--- config.mk ---
export PLATFORM = sky130hd
export DESIGN_NAME = nes_dma
export DESIGN_NICKNAME = d
export VERILOG_FILES = /design/src/rtl/nes_dma.sv
export SDC_FILE = /design/constraint.sdc
export NUM_CORES = 1
export LEC_CHECK = 0
export CORE_MARGIN = 5
export CORE_UTILIZATION = 40
export DETAILED_ROUTE_END_ITERATION = 16
export PLACE_DENSITY = 0.83
export SYNTH_ARGS = -nofsm -noshare
export SYNTH_HDL_FRONTEND = slang
export SYNTH_SLANG_ARGS = --single-unit
export TNS_END_PERCENT = 1
--- constraint.sdc ---
create_clock -name clk -period 2.9 [get_ports clk]
set_input_delay 0.58 -clock clk [delete_from_list [all_inputs] [get_ports clk]]
set_output_delay 0.58 -clock clk [all_outputs]
set_load 0.02 [all_outputs]
--- src/rtl/nes_dma.sv ---
`default_nettype none
// +----------------------------------------------------------------------+
// | Module   : nes_dma                                                   |
// | Function : two-channel CPU-bus DMA (block copy + DMC sample fetch)   |
// | Revision : 1.0                                                       |
// +----------------------------------------------------------------------+
module nes_dma #(
    parameter logic [15:0] TRIG_ADDR = 16'h4014,
    parameter logic [15:0] DEST_ADDR = 16'h2004,
    parameter int          XFER_LEN  = 256
) (
    input  logic        clk,
    input  logic        rst,
    input  logic        apu_cycle,
    input  logic        rw_i,
    input  logic [15:0] cpu_addr_i,
    input  logic [7:0]  cpu_data_i,
    input  logic [7:0]  bus_data_i,
    output logic [7:0]  cpu_data_o,
    output logic        dma_req,
    input  logic        dma_active,
    output logic [15:0] dma_address,
    output logic        dma_rw,
    input  logic        dmc_req,
    input  logic [15:0] dmc_addr,
    output logic        dmc_ack,
    output logic [7:0]  dmc_data
);

    localparam logic [0:0] c_st_idle = 1'b0;
    localparam logic [0:0] c_st_run  = 1'b1;
    localparam logic [8:0] c_last    = 9'(XFER_LEN - 1);

    logic [0:0]  r_state, w_state_nx;
    logic [15:0] r_base, w_base_nx;
    logic [8:0]  r_cnt, w_cnt_nx;
    logic        r_oam_busy, w_oam_busy_nx;
    logic        r_have_byte, w_have_byte_nx;
    logic        r_dmc_pend, w_dmc_pend_nx;
    logic        r_dmc_got, w_dmc_got_nx;
    logic [7:0]  r_dmc_data, w_dmc_data_nx;
    logic        w_trig, w_dmc_new, w_xfer;

    // A trigger cycle never moves data, even when the bus is granted.
    assign w_trig    = ~rst & ~rw_i & (cpu_addr_i == TRIG_ADDR) & ~r_oam_busy;
    assign w_dmc_new = ~rst & dmc_req & ~r_dmc_pend & ~r_dmc_got;
    assign w_xfer    = ~rst & (r_state == c_st_run) & dma_active & ~w_trig;
    assign dma_req   = ~rst & ((r_state == c_st_run) | w_trig);

    always_ff @(posedge clk) begin
        if (rst) begin
            r_state     <= c_st_idle;
            r_base      <= 16'h0000;
            r_cnt       <= 9'd0;
            r_oam_busy  <= 1'b0;
            r_have_byte <= 1'b0;
            r_dmc_pend  <= 1'b0;
            r_dmc_got   <= 1'b0;
            r_dmc_data  <= 8'h00;
        end else begin
            r_state     <= w_state_nx;
            r_base      <= w_base_nx;
            r_cnt       <= w_cnt_nx;
            r_oam_busy  <= w_oam_busy_nx;
            r_have_byte <= w_have_byte_nx;
            r_dmc_pend  <= w_dmc_pend_nx;
            r_dmc_got   <= w_dmc_got_nx;
            r_dmc_data  <= w_dmc_data_nx;
        end
    end

    always_comb begin
        w_state_nx     = r_state;
        w_base_nx      = r_base;
        w_cnt_nx       = r_cnt;
        w_oam_busy_nx  = r_oam_busy;
        w_have_byte_nx = r_have_byte;
        w_dmc_pend_nx  = r_dmc_pend;
        w_dmc_got_nx   = r_dmc_got;
        w_dmc_data_nx  = r_dmc_data;
        dma_address    = 16'h0000;
        dma_rw         = rw_i;
        cpu_data_o     = cpu_data_i;
        dmc_ack        = 1'b0;
        dmc_data       = r_dmc_data;

        if (w_xfer) begin
            dma_rw = 1'b1;
            if (apu_cycle) begin
                // DMC owns the get slot; the block read waits for the next one.
                if (r_dmc_pend) begin
                    dma_address   = dmc_addr;
                    w_dmc_pend_nx = 1'b0;
                    w_dmc_got_nx  = 1'b1;
                end else if (r_oam_busy && !r_have_byte) begin
                    dma_address    = r_base + {7'd0, r_cnt};
                    w_have_byte_nx = 1'b1;
                end
            end else begin
                if (r_dmc_got) begin
                    dmc_ack       = 1'b1;
                    dmc_data      = bus_data_i;
                    w_dmc_data_nx = bus_data_i;
                    w_dmc_got_nx  = 1'b0;
                end else if (r_have_byte) begin
                    dma_address    = DEST_ADDR;
                    dma_rw         = 1'b0;
                    cpu_data_o     = bus_data_i;
                    w_cnt_nx       = r_cnt + 9'd1;
                    w_have_byte_nx = 1'b0;
                    if (r_cnt == c_last) begin
                        w_oam_busy_nx = 1'b0;
                    end
                end
            end
        end

        if (w_trig) begin
            w_base_nx     = {cpu_data_i, 8'h00};
            w_cnt_nx      = 9'd0;
            w_oam_busy_nx = 1'b1;
        end
        if (w_dmc_new) begin
            w_dmc_pend_nx = 1'b1;
        end

        if (r_state == c_st_idle) begin
            if (w_trig || w_dmc_new) begin
                w_state_nx = c_st_run;
            end
        end else if (!w_oam_busy_nx && !w_dmc_pend_nx && !w_dmc_got_nx) begin
            w_state_nx = c_st_idle;
        end
    end

endmodule
`default_nettype wire
==> flow_summary.yaml, run 1 <==
grt:
  grt_pass1_vias: 2262
  globalRouteTotalUtil: 0.217
  antenna_found_initial: 0
  grt_max_degree: 22
  grt_first_pass_wirelength_mm: 10.6
  grt-ovfl-total: 0
yosys:
  synth_edf_count: 0
  synth_seq_area_share: 0.335
  yosysUniqueCellTypes: 43
  yosys_warnings: 0
  synth_top_area_frac: 0.335
  synth_nets: 267
  synth_top_family_by_area: "simple AND/OR/NAND/NOR gates"
  synthAdderAreaFrac: 0.0279
  ys_seq_elements: 30
  yosys.area.top_type: "dfxtp_1"
  synth-simple-area-share: 0.245
  synthCells: 209
  syn-cell-area_um2: 1790
  synth_compound_area_frac: 0.200
  yosys-top-cells-area: "dfxtp_1 (33%), mux2_2 (10%), a22o_1 (5.4%)"
  synthMuxAreaShare: 0.106
  synthArstFlopShare: 0
  synthFlopType: "dfxtp_1"
  syn_avg_cell_area_um2: 8.58
  yosys.area_share.xor_xnor: 0.0488
worst_setup_path:
  rr_startpoint: "r_state$_SDFF_PP0_"
  reg2reg_slack_ps: 870
  cp.arrival_ps: 2300
  critPathKind: "in -> out"
  cp.required_ps: 2320
  crit_path_start_kind: "primary input"
  r2r-end: "r_cnt[5]$_SDFFE_PP0P_"
  crit_path_end_kind: "output pin"
  crit_top_cell: "buf_6"
  cp_slowest_cell: "nor4_2"
  slowest_delay_ps: 330
  crit_path_start: "cpu_addr_i[8]"
  cp_max_fo: 5
  reg2reg_depth: 7
  crit_chain: "clkdlybuf4s15_1 -> nor4_2 -> nand3_1 -> buf_6 -> o2111ai_4 -> buf_6 -> buf_12 -> mux2_4 -> buf_6"
  crit_end: "dmc_data[0]"
layout:
  area_growth_pct: 77.3
  final_area_um2: 3180
  final_nets: 392
  diodes: 0
  layout_common_cells: "clkdlybuf4s50_1 (35), buf_4 (35), dfxtp_1 (30)"
  drive_gt1_frac: 0.325
  final_util: 0.730
  nFillCells: 339
detailed_routing:
  ant_nets: 0
  first_pass_iters: 6
  via_count: 2066
  drcViolationCount: 0
  drt-total-wl_mm: 6.26
  vias_per_cell: 5.34
  avgRoutedWirePerCell_um: 16.2
  drtIter0Drc: 126
pwr:
  p_int_w: 0.000702
  pwr-share-seq: 0.450
  sw_frac_of_total: 0.244
  p_per_area_nw_per_um2: 292
  total_power_w: 0.000929
  pwr-share-comb: 0.173
  p_leak_nw: 1.41
  peakVddDrop_v: 0.000243
  clockPowerShare: 0.377
  p_switching_w: 0.000227
clock_tree:
  root_buffer: "clkbuf_8"
  clkLatencyLatePin_ps: 280
  cts_buffer_depth: 2
  cts_htree_levels: 2
  numCtsBuffers: 5
  clk_pin_slew_ps: 60
  cts_tree: "built"
  clock_sinks: 30
timing:
  rsz0062_at_grt: "yes"
  fin_skew_ps: 4.47
  min_period_ps: 2880
  finalSetupViolations: 0
  fmax_mhz: 347
  finalWorstSetupSlack_ps: 18.8
  worstMarginPinSlew_ps: 354
  hold_viol: 0
  drv_slew: 0
  period_share: 0.994
  slew_headroom: 0.762
  final.setup.tns_ps: 0
die:
  fp.dieH_um: 77.0
  rows: 24
  die_w_um: 77.0
  io_pins: 89
  initial_core_util: 0.412
  core_area_um2: 4350
  die_area_um2: 5920
placement:
  dp_slack_ps: -651
  place_area_um2: 2930
  dp.final_hpwl_mm: 4.32
  portBuffers: 88
  gp_congestion: 0.898
status:
  status: "finished, final reports clean"
job:
  maxCapViolCount: 0
min_path:
  hold_path_class: "reg -> reg"
[synthesized netlist by cell type (2+ instances only)]
master	n
inv_1	5
a21oi_1	7
nor3b_1	4
a22o_1	11
or4_1	3
clkbuf_1	7
o31ai_1	2
mux2_2	16
xor2_1	6
nor2_1	18
o21ai_0	11
nand3_1	9
a21o_1	3
a31oi_1	3
nor4b_1	2
xnor2_1	4
o211ai_1	2
ha_1	4
nand2b_1	2
nand2_1	25
and2_1	8
a22oi_1	3
dfxtp_1	30
and3_1	4
nand4_1	2
[power groups by stage]
stage          Combinational [W]  Sequential, W  Clock, W
2_1_floorplan          0.0000475       0.000426         0
3_5_place_dp            0.000160       0.000427         0
3_3_place_gp            0.000158       0.000427         0
4_1_cts                 0.000157       0.000418  0.000358
5_1_grt                 0.000172       0.000418  0.000380
6_report                0.000161       0.000418  0.000350
[worst max-delay path: cells and delay by family]
kind / cells / cell delay, ps
AOI/OAI and AO/OA: 1 / 200
buffers and inverters: 5 / 720
muxes: 1 / 310
and+or+nand+nor: 2 / 490
[sequential cells by signal (all words and copies together) (netlist names)]
signal	cells
r_oam_busy	1
r_state	1
r_base	8
r_dmc_pend	1
r_dmc_data	8
r_cnt	9
r_dmc_got	1
r_have_byte	1
[layout make-up]
class                      count  area, µm²  share of cell area
inverter                       6       22.5             0.00709
timing repair buffer         127       1160               0.367
clock buffer                   7       86.3              0.0272
multi-input combinational    164       1230               0.388
tap                           52       65.1              0.0205
clock inverter                 1       5.00             0.00157
sequential                    30        601               0.189
[metal layers]
metal	global-route usage	share of wire	routed length (µm)	vias up
li1	-	-	-	1008
met1	0.248	0.39	2470	957
met2	0.365	0.50	3160	90
met3	0.0831	0.080	503	11
met4	0.0752	0.020	123	0
met5	0	0	0	-
[cells by family (layout without fill, tap and decap cells)]
kind of cell / after synthesis / after routing
compound gates: 50 / 50
xor+xnor: 10 / 10
fa+ha+maj: 4 / 4
buf+inv: 15 / 141
flops: 30 / 30
mux: 17 / 17
simple gates: 83 / 83
[metrics by stage]
step                instances  hold WS [ps]
floorplan                 209           440
global placement          368           452
detailed placement        368           466
CTS                       387           476
global route              387           500
finish                    387           473
[what timing repair did]
action,in CTS,in global routing
setup buffers,9,0
gates cloned,2,0
gates resized for setup,201,14
hold buffers,0,0
pin swaps,15,3
endpoints found under the setup margin,35,27
[worst min path at each step]
stage / start / endpoint / slack, ps / depth (start not counted)
floorplan: r_base[8]$_SDFFE_PP0P_ / r_base[8]$_SDFFE_PP0P_ / 440 / 2
global placement: r_base[8]$_SDFFE_PP0P_ / r_base[8]$_SDFFE_PP0P_ / 450 / 2
detailed placement: r_base[8]$_SDFFE_PP0P_ / r_base[8]$_SDFFE_PP0P_ / 470 / 2
CTS: r_base[8]$_SDFFE_PP0P_ / r_base[8]$_SDFFE_PP0P_ / 480 / 2
global route: r_base[8]$_SDFFE_PP0P_ / r_base[8]$_SDFFE_PP0P_ / 500 / 2
finish: r_base[8]$_SDFFE_PP0P_ / r_base[8]$_SDFFE_PP0P_ / 470 / 2
Power figures use the tool's default switching activity.
==> run 2: changes to the inputs <==
--- a/config.mk
+++ b/config.mk
@@ -6,9 +6,9 @@
 export NUM_CORES = 1
 export LEC_CHECK = 0
 export CORE_MARGIN = 5
-export CORE_UTILIZATION = 40
+export CORE_UTILIZATION = 43
 export DETAILED_ROUTE_END_ITERATION = 16
-export PLACE_DENSITY = 0.83
+export PLACE_DENSITY = 0.88
 export SYNTH_ARGS = -nofsm -noshare
 export SYNTH_HDL_FRONTEND = slang
 export SYNTH_SLANG_ARGS = --single-unit
==> constraint.sdc (replaced) <==
create_clock -name clk -period 3.72 [get_ports clk]
set_input_delay 0.744 -clock clk [delete_from_list [all_inputs] [get_ports clk]]
set_output_delay 0.744 -clock clk [all_outputs]
set_load 0.02 [all_outputs]
==> flow_summary.yaml, run 2 (synthesis results as in run 1) <==
status:
  status: "finished, final reports clean"
clock_tree:
  cts_tree: "built"
  numCtsBuffers: 5
  cts_htree_levels: 2
  ctsHoldBuffers: 0
  cts_buffer_depth: 2
  clk_pin_slew_ps: 70
  clkLatencyLatePin_ps: 280
  clock_sinks: 30
  root_buffer: "clkbuf_8"
placement:
  gp_congestion: 0.842
  portBuffers: 88
  dp_slack_ps: -225
  dp.final_hpwl_mm: 4.49
worst_setup_path:
  cp.required_ps: 2980
  cp_max_fo: 3
  critPathKind: "in -> out"
  crit_path_start_kind: "primary input"
  rr_startpoint: "r_state$_SDFF_PP0_"
  cp.arrival_ps: 2860
  reg2reg_depth: 7
  crit_path_end_kind: "output pin"
  r2r-end: "r_cnt[5]$_SDFFE_PP0P_"
  reg2reg_slack_ps: 1640
min_path:
  hold_path_class: "reg -> reg"
  hp-start: "r_base[12]$_SDFFE_PP0P_"
  hold_depth: 2
  hold_end: "r_base[12]$_SDFFE_PP0P_"
layout:
  reg.largest.list: "r_cnt x9, r_base x8, r_dmc_data x8"
  final_util: 0.739
  layout_common_cells: "clkdlybuf4s50_1 (56), dfxtp_1 (30), nand2_1 (24)"
  drive_gt1_frac: 0.161
  diodes: 0
  final_nets: 368
  area_growth_pct: 65.9
  layout_commonest_cell: "clkdlybuf4s50_1"
  regMostFlops: "r_cnt"
  largest_reg_flops: 9
die:
  initial_core_util: 0.445
  die_area_um2: 5560
  fp.dieH_um: 74.6
  die_w_um: 74.6
  core_area_um2: 4030
  rows: 23
  io_pins: 89
detailed_routing:
  drcViolationCount: 0
  ant_nets: 0
  first_pass_iters: 4
  drtIter0Drc: 153
  vias_per_cell: 5.51
  via_count: 1989
  avgRoutedWirePerCell_um: 16.7
  drt-total-wl_mm: 6.04
grt:
  grt_max_degree: 22
  grt_first_pass_wirelength_mm: 9.52
  globalRouteTotalUtil: 0.225
  grt-ovfl-total: 0
  antenna_found_initial: 0
  grt_pass1_vias: 2081
pwr:
  clockPowerShare: 0.383
  p_leak_nw: 1.48
  p_int_w: 0.000546
  peakVddDrop_v: 0.000236
  p_per_area_nw_per_um2: 243
  pwr-share-seq: 0.455
  pwr-share-comb: 0.162
  sw_frac_of_total: 0.244
  p_switching_w: 0.000176
timing:
  worstMarginPinSlew_ps: 637
  drv_slew: 0
  whs_ps: 490
  fin_skew_ps: 5.49
  finalSetupViolations: 0
  min_period_ps: 3600
  finalWorstSetupSlack_ps: 115
  slew_headroom: 0.573
  period_share: 0.969
  rsz0062_at_grt: "no"
  hold_viol: 0
  fmax_mhz: 277
job:
  maxCapViolCount: 0
==> run 2: power by group through the flow <==
stage	Sequential (W)	Combinational [W]	Clock, W
finish	0.000329	0.000117	0.000276
global route	0.000328	0.000125	0.000295
CTS	0.000328	0.000117	0.000281
detailed placement	0.000335	0.000115	0
global placement	0.000335	0.000113	0
floorplan	0.000332	0.0000370	0
==> run 2: what timing repair did <==
action	CTS	global route
gates resized for setup	22	18
endpoints found under the hold margin	0	0
setup endpoints to repair	23	19
cloned	0	0
setup buffers	2	0
pin swaps	2	0
==> run 2: through the flow <==
step	TNS (ps)	power (W)	instance area, µm²	cells
floorplan	0	0.000369	1790	209
global placement	-2000	0.000448	2800	351
detailed placement	-3480	0.000451	2800	351
CTS	0	0.000726	2920	361
global route	0	0.000749	2980	361
finish	0	0.000722	2980	361
==> run 2: area by class of cell <==
| type | count | area (µm²) |
|---|---|---|
| Sequential cell | 30 | 601 |
| Tap cell | 50 | 62.6 |
| Clock inverter | 1 | 5.00 |
| Clock buffer | 7 | 86.3 |
| Multi-Input combinational cell | 164 | 1170 |
| Fill cell | 309 | 1050 |
| Timing Repair Buffer | 103 | 1030 |
| Inverter | 6 | 22.5 |
==> run 2: per-layer routing <==
metal,routed length [µm],vias up,GRT usage
li1,-,960,-
met1,2250,920,0.227
met2,3030,91,0.403
met3,615,18,0.101
met4,148,0,0.0850
met5,0,-,0
==> run 2: worst max-delay path by stage <==
stage / start / end / depth (start not counted) / slack (ps)
2_1_floorplan: cpu_addr_i[6] / dma_rw / 5 / 520
3_3_place_gp: cpu_addr_i[3] / cpu_data_o[3] / 7 / -150
3_5_place_dp: cpu_addr_i[9] / dmc_data[5] / 7 / -230
4_1_cts: rst / dma_address[8] / 8 / 7
5_1_grt: cpu_addr_i[6] / dma_address[13] / 8 / 30
6_report: cpu_addr_i[8] / dma_address[2] / 8 / 120
==> run 2: worst max-delay path, cell delays in order <==
cell,delay (ps)
clkdlybuf4s50_1,450
nor4_4,340
nand3_2,180
buf_4,190
o21ai_1,210
a21o_1,140
a31oi_1,40
clkdlybuf4s50_1,560
==> run 3: changes to the inputs <==
--- a/config.mk
+++ b/config.mk
@@ -9,6 +9,7 @@
 export CORE_UTILIZATION = 43
 export DETAILED_ROUTE_END_ITERATION = 16
 export PLACE_DENSITY = 0.88
+export SKIP_LAST_GASP = 1
 export SYNTH_ARGS = -nofsm -noshare
 export SYNTH_HDL_FRONTEND = slang
 export SYNTH_SLANG_ARGS = --single-unit
==> flow_summary.yaml, run 3 (synthesis results as in run 1) <==
pwr:
  peakVddDrop_v: 0.000230
  p_leak_nw: 1.17
  p_per_area_nw_per_um2: 245
  total_power_w: 0.000724
grt:
  grt_first_pass_wirelength_mm: 9.41
  grt-ovfl-total: 0
  grt_pass1_vias: 2065
  antenna_found_initial: 0
  grt_max_degree: 22
  globalRouteTotalUtil: 0.222
worst_setup_path:
  cp.required_ps: 2980
  critPathKind: "in -> out"
  crit_path_start_kind: "primary input"
  crit_path_end_kind: "output pin"
  cp.arrival_ps: 3020
  cp_max_fo: 9
placement:
  dp.final_hpwl_mm: 4.49
  gp_congestion: 0.842
  portBuffers: 88
  placed_cells: 351
detailed_routing:
  first_pass_iters: 4
  via_count: 1968
  drcViolationCount: 0
  drtIter0Drc: 147
  drt-total-wl_mm: 5.94
  vias_per_cell: 5.45
  ant_nets: 0
  avgRoutedWirePerCell_um: 16.5
status:
  violations: "negative setup slack"
  status: "finished with violations"
layout:
  area_growth_pct: 64.7
  drive_gt1_frac: 0.161
  largest_reg_flops: 9
  multi_input_area_um2: 1170
  final_nets: 368
  layout_commonest_cell: "clkdlybuf4s50_1"
  diodes: 0
  regArea_um2: 601
  layout_common_cells: "clkdlybuf4s50_1 (86), dfxtp_1 (30), nand2_1 (24)"
  layoutNonFillerInstCount: 361
  nFillCells: 311
  final_util: 0.733
  regMostFlops: "r_cnt"
  reg.largest.list: "r_cnt x9, r_base x8, r_dmc_data x8"
clock_tree:
  root_buffer: "clkbuf_8"
  cts_htree_levels: 2
  numCtsBuffers: 5
  ctsHoldBuffers: 0
  cts_tree: "built"
  cts_buffer_depth: 2
  clk_pin_slew_ps: 70
  clock_sinks: 30
  clkLatencyLatePin_ps: 280
die:
  core_area_um2: 4030
  die_w_um: 74.6
  initial_core_util: 0.445
  rows: 23
  io_pins: 89
  die_area_um2: 5560
  fp.dieH_um: 74.6
timing:
  hold_viol: 0
  final.setup.tns_ps: -557
  drv_slew: 0
  fin_skew_ps: 5.86
  finalWorstSetupSlack_ps: -46.4
  min_period_ps: 3770
  period_share: 1.01
  slew_headroom: 0.578
  whs_ps: 490
  worstMarginPinSlew_ps: 628
  fmax_mhz: 266
  finalSetupViolations: 18
  rsz0062_at_grt: "yes"
min_path:
  hold_path_class: "reg -> reg"
job:
  maxCapViolCount: 0
run 3: final timing paths:
path	startpoint	end	slack, ps	cells after the start
max	rst	cpu_data_o[6]	-50	8
min	r_base[12]$_SDFFE_PP0P_	r_base[12]$_SDFFE_PP0P_	490	2
max reg2reg	r_state$_SDFF_PP0_	r_cnt[5]$_SDFFE_PP0P_	1670	7
min reg2reg	r_base[12]$_SDFFE_PP0P_	r_base[12]$_SDFFE_PP0P_	490	2
run 3: report_power, final:
group / switching [W] / total, W / internal, W
Sequential: 0.00000483 / 0.000328 / 0.000323
Combinational: 0.0000438 / 0.000120 / 0.0000766
Clock: 0.000126 / 0.000275 / 0.000149
Total: 0.000175 / 0.000724 / 0.000549
run 3: repair_timing:
action,in CTS,in global routing
resized for setup,6,3
setup endpoints to repair,23,33
endpoints found under the hold margin,0,0
pin swaps,2,0
buffers inserted,2,0
run 3: layout make-up:
class	instances	area share
tap	50	0.0212
clock buffer	7	0.0292
multi-input combinational	164	0.396
clock inverter	1	0.00169
timing repair buffer	103	0.341
sequential	30	0.203
inverter	6	0.00763
run 3: critical path, cell delays in order:
cell             delay, ps
clkdlybuf4s50_1        510
buf_4                  180
and3b_2                260
nor3b_4                170
o21ai_2                 90
buf_4                  200
mux2_2                 340
clkdlybuf4s50_1        550
run 3: stage by stage:
step / setup WS, ps / area [µm²]
floorplan: 515 / 1790
global placement: -146 / 2800
detailed placement: -225 / 2800
CTS: -48.4 / 2930
global route: -149 / 2950
finish: -46.4 / 2950
run 3: layer usage:
metal	up-vias	track usage	share of wire
li1	959	-	-
met1	895	0.224	0.36
met2	96	0.401	0.50
met3	18	0.100	0.11
met4	0	0.0810	0.024
met5	-	0	0
